===== src/rtl/jk_mod_counter.sv =====
// jk_mod_counter: modulo-MOD up/down counter built from JK flip-flops with load, clear, terminal count and wrap pulse
module jk_mod_counter #(
  parameter int WIDTH = 4,
  parameter int MOD   = 10
) (
  input  logic             clk,
  input  logic             rst_n,
  input  logic             en,
  input  logic             up_dn,
  input  logic             load,
  input  logic             clr,
  input  logic [WIDTH-1:0] d,
  output logic [WIDTH-1:0] q,
  output logic [WIDTH-1:0] qbar,
  output logic [WIDTH-1:0] j,
  output logic [WIDTH-1:0] k,
  output logic             tc,
  output logic             wrap
);
  localparam logic [WIDTH-1:0] MAX = WIDTH'(MOD - 1);
  logic [WIDTH-1:0] q_q, q_d, t;
  logic             wrap_q, wrap_d;
  always_comb begin
    t = clr ? '0
      : load ? (d > MAX ? MAX : d)
      : !en ? q_q
      : up_dn ? (q_q >= MAX ? '0 : q_q + 1'b1)
      : (q_q == '0 ? MAX : q_q - 1'b1);
    j = rst_n ? t & ~q_q : '0;
    k = rst_n ? ~t & q_q : '0;
    tc = rst_n & en & ~clr & ~load & (up_dn ? q_q == MAX : q_q == '0);
    // JK characteristic equation per bit
    q_d = (j & ~q_q) | (~k & q_q);
    wrap_d = tc;
  end
  always_ff @(posedge clk or negedge rst_n) begin
    if (!rst_n) begin
      q_q    <= '0;
      wrap_q <= 1'b0;
    end else begin
      q_q    <= q_d;
      wrap_q <= wrap_d;
    end
  end
  assign q    = q_q;
  assign qbar = ~q_q;
  assign wrap = wrap_q;
endmodule


===== config.mk =====
export PLATFORM = sky130hd
export DESIGN_NAME = jk_mod_counter
export DESIGN_NICKNAME = d
export VERILOG_FILES = /design/src/rtl/jk_mod_counter.sv
export SDC_FILE = /design/constraint.sdc
export NUM_CORES = 1
export LEC_CHECK = 0
export ABC_AREA = 1
export ABC_CLOCK_PERIOD_IN_PS = 2200
export CAP_MARGIN = 5
export CORE_MARGIN = 2
export CORE_UTILIZATION = 42
export CTS_CLUSTER_DIAMETER = 120
export CTS_CLUSTER_SIZE = 24
export DETAILED_ROUTE_END_ITERATION = 8
export GPL_TIMING_DRIVEN = 0
export MAX_ROUTING_LAYER = met4
export PLACE_DENSITY = 0.82
export SKIP_LAST_GASP = 1
export SYNTH_ARGS = -nofsm -noshare
export SYNTH_HDL_FRONTEND = slang
export SYNTH_SLANG_ARGS = --single-unit

===== constraint.sdc =====
create_clock -name clk -period 2.2 [get_ports clk]
set_input_delay 0.44 -clock clk [delete_from_list [all_inputs] [get_ports clk]]
set_output_delay 0.44 -clock clk [all_outputs]
set_load 0.05 [all_outputs]

==> parameters.txt <==
Parameter                              Value

Outcome
  Status ... complete, but fails checks
  Violated checks ... negative setup slack

Yosys
  Netlist Area Pre-Place ... 684 um^2
  Post-synth top cells ... sky130_fd_sc_hd__nand2_1, sky130_fd_sc_hd__a21oi_1, sky130_fd_sc_hd__inv_1
  Synthesized flop and latch total ... 5
  Number of instances in the synthesized netlist ... 99
  Cell types with the largest area share after synthesis ... sky130_fd_sc_hd__dfrtp_1, sky130_fd_sc_hd__nand2_1, sky130_fd_sc_hd__nand3_2, sky130_fd_sc_hd__a21oi_1, sky130_fd_sc_hd__ha_1
  Most common cell in the synthesized netlist ... sky130_fd_sc_hd__nand2_1
  Synth cell types ... 20
  Fraction of post-synthesis cell area in the top cell type by area ... 18.3%
  Sequential-to-total area share from yosys stat ... 18.3%
  Biggest area consumer among synthesized cells ... sky130_fd_sc_hd__dfrtp_1
  Number of enable-type register cells in the synthesized netlist ... 0
  Post-synth ARST share ... 100%
  Most used flip-flop cell after synthesis ... sky130_fd_sc_hd__dfrtp_1
  Number of warnings reported in the yosys synthesis log ... 0
  Synthesized netlist net count ... 113
  Mean Syn Cell Area ... 6.91 um^2

STA
  Relative slew slack ... around two thirds
  Worst Skew ... 0.00469 ns
  Maximum clock rate ... around 410 MHz
  Minimum period implied by the final worst setup slack ... about 2.4 ns
  Tightest Pin Transition ... 0.508 ns
  Part of the cycle the worst path needs ... 110%
  Setup repair after global routing missed its margin ... yes
  Setup TNS ... -1.33 ns
  Number of hold-slack violations in the final timing report ... 0
  Final WS setup ... -0.216 ns
  Final count of pins violating max slew ... 0
  Setup violations, final ... 8

Clocking
  Max H-tree Level ... 1
  Clock transition at the registers of the reported paths ... about 0.050 ns
  Cts bufs inserted ... 3
  Root buffer cell ... sky130_fd_sc_hd__clkbuf_4
  Source-to-sink clock delay at the later pin of the worst-skew pair ... 0.25 ns
  Clock tree from TritonCTS ... done
  Clk sinks ... 5
  Post-CTS Hold Buffers ... 0
  Deepest clock path buffer count ... 2

Placed design
  Total of buffers placed on input and output ports ... 26
  Final HPWL DP ... 1470 um
  Number of placed cells counting well taps ... 141
  Routability congestion estimate from global placement ... 0.886

Detailed routing
  Number of nets with antenna violations after routing ... 0
  Residual DRC ... 0
  Average vias per placed instance ... approximately 5.4
  Number of iterations in the first detailed-routing pass ... 4
  Count of vias placed by the detailed router ... 853
  Total wire length after detailed routing ... around 2400 um
  Drt initial violations ... 25
  Drt wl/cell ... 15.0 um

Global route
  Congestion Overflow GR ... 0
  Pin count of the biggest net entering global routing ... 11
  Initial antenna violation count ... 0
  GRT Total Usage ... 26.0%
  Global-route wire length before repair ... about 3600 um
  Via count of the first global-routing pass ... a little over 800

Worst setup path
  Delay of the slowest cell on the worst path ... 0.43 ns
  CP Capture Type ... output port
  Path type of the worst setup path ... reg -> out
  Sort of element at the start of the critical path ... register
  Most common cell type on the critical path ... sky130_fd_sc_hd__nand3_2
  Critical path data required time ... around 1.8 ns
  Critical Path Slowest Stage Cell ... sky130_fd_sc_hd__dfrtp_4
  Chain of cells forming the critical path ... clkinvlp_4 > ha_4 > inv_4 > nand3_4 > a21oi_4 > nand2_1 > nand3_2 > nand3_2 > nor2_4 > buf_8
  Data arrival time of the worst path ... 1.98 ns
  Maximum fanout count along the critical path ... 4

Pwr
  Static Leak ... 0.544 nW
  Power per unit of standard cell area ... approximately 510 nW/um^2
  Worst vdd ir ... 0.000481 V

Worst hold path
  Worst hold path class ... in -> async

Cells and area
  Count of non-filler cells in the finished layout ... 157
  Share of layout cells above drive strength 1 ... about half
  Syn-to-layout area delta ... 85.0%
  Utilization of the core after routing ... just over 80%
  Post-layout net count ... 156
  Antenna diode count ... 0

Floorplanning
  Row Count ... 14
  Top-level I/O count ... 28
  Die footprint ... between 1500 and 2000 um^2
  Die width ... 44.4 um
  Die Height ... 44.4 um
  Starting utilization of the core area ... 44.9%
  Std-Cell Core Area ... approximately 1500 um^2

Flow run
  MaxCap Viol Count ... 0
[power by group]
group	leakage (nW)	total, W	switching (W)	internal (W)
Combinational	0.466	0.000424	0.000259	0.000165
Clock	0.0150	0.000110	0.0000413	0.0000688
Sequential	0.0629	0.000112	0.00000995	0.000103
Total	0.544	0.000646	0.000310	0.000336
[per-layer routing]
| layer | vias up | wire length (um) | global-route usage, % |
|---|---|---|---|
| met2 | 41 | 1230 | 48.2 |
| met1 | 401 | 903 | 27.8 |
| met5 | - | 0 | - |
| met3 | 6 | 165 | 7.76 |
| li1 | 405 | - | - |
| met4 | 0 | 65 | 3.03 |
[what timing repair did]
item                                    in CTS  in global routing
endpoints found under the setup margin      11                 10
pin swaps                                    7                 10
buffers inserted                            10                  2
gates resized for setup                     69                 12
[final cells by class]
cell class | count | area (um^2)
buffer | 4 | 37.5
multi-input combinational | 78 | 623
clock buffer | 4 | 26.3
timing repair buffer | 38 | 367
sequential | 5 | 133
inverter | 12 | 60.1
fill | 85 | 258
tap | 16 | 20.0
[metrics by stage]
step / cell area [um^2] / total power [W] / hold slack [ns] / worst slack (ns)
finish: 1270 / 0.000646 / 0.129 / -0.216
detailed placement: 1090 / 0.000470 / 0.740 / -0.772
CTS: 1220 / 0.000619 / 0.132 / -0.173
global route: 1270 / 0.000684 / 0.129 / -0.314
floorplan: 808 / 0.000375 / 0.144 / -0.334
global placement: 1090 / 0.000463 / 0.726 / -0.750
[layout by cell type, fill, tap and decap left out, types with 2 or more instances in the layout]
cell type	netlist	routed
sky130_fd_sc_hd__dfrtp_4	0	2
sky130_fd_sc_hd__clkinvlp_4	0	2
sky130_fd_sc_hd__a21oi_1	13	6
sky130_fd_sc_hd__clkbuf_4	0	3
sky130_fd_sc_hd__nand3_1	6	4
sky130_fd_sc_hd__a21oi_2	0	3
sky130_fd_sc_hd__nand4_1	2	2
sky130_fd_sc_hd__buf_4	2	13
sky130_fd_sc_hd__nor2_1	4	2
sky130_fd_sc_hd__dlygate4sd2_1	0	3
sky130_fd_sc_hd__nand3_4	1	2
sky130_fd_sc_hd__inv_1	11	8
sky130_fd_sc_hd__dfrtp_1	5	3
sky130_fd_sc_hd__nand3_2	8	9
sky130_fd_sc_hd__ha_4	0	3
sky130_fd_sc_hd__nor2_4	2	6
sky130_fd_sc_hd__nand2_2	3	4
sky130_fd_sc_hd__buf_6	2	9
sky130_fd_sc_hd__o21ai_1	2	2
sky130_fd_sc_hd__clkdlybuf4s50_1	0	12
sky130_fd_sc_hd__buf_8	0	2
sky130_fd_sc_hd__a21oi_4	1	5
sky130_fd_sc_hd__nand2_1	25	23
sky130_fd_sc_hd__o21ai_0	3	3
[logic make-up after synthesis]
| kind of cell | synth area share [%] |
|---|---|
| flip-flops | 18.3 |
| AO/OA/AOI/OAI | 15.5 |
| buffers and inverters | 12.8 |
| AND/OR/NAND/NOR | 46.1 |
| adder cells (fa/ha/maj) | 7.31 |
[path summary, 6_finish.rpt]
check	from	endpoint	slack, ns	depth (start not counted)
hold reg to reg	register	register	0.76	3
max in group asynchronous	rst_n	asynchronous set/reset pin	1.86	1
setup reg to reg	register	register	0.54	9
hold / removal	rst_n	asynchronous set/reset pin	0.13	1
setup / recovery	register	j[0]	-0.22	10
min in group clk	load	wrap	0.56	4
[critical path: cells and delay by family, from the launching register on]
family	cells	cell delay, ns
adder cells (fa/ha/maj)	1	0.23
flip-flops	1	0.43
AND/OR/NAND/NOR	5	0.49
buffers and inverters	3	0.40
AO/OA/AOI/OAI	1	0.18
(Power assumes the default switching activity.)
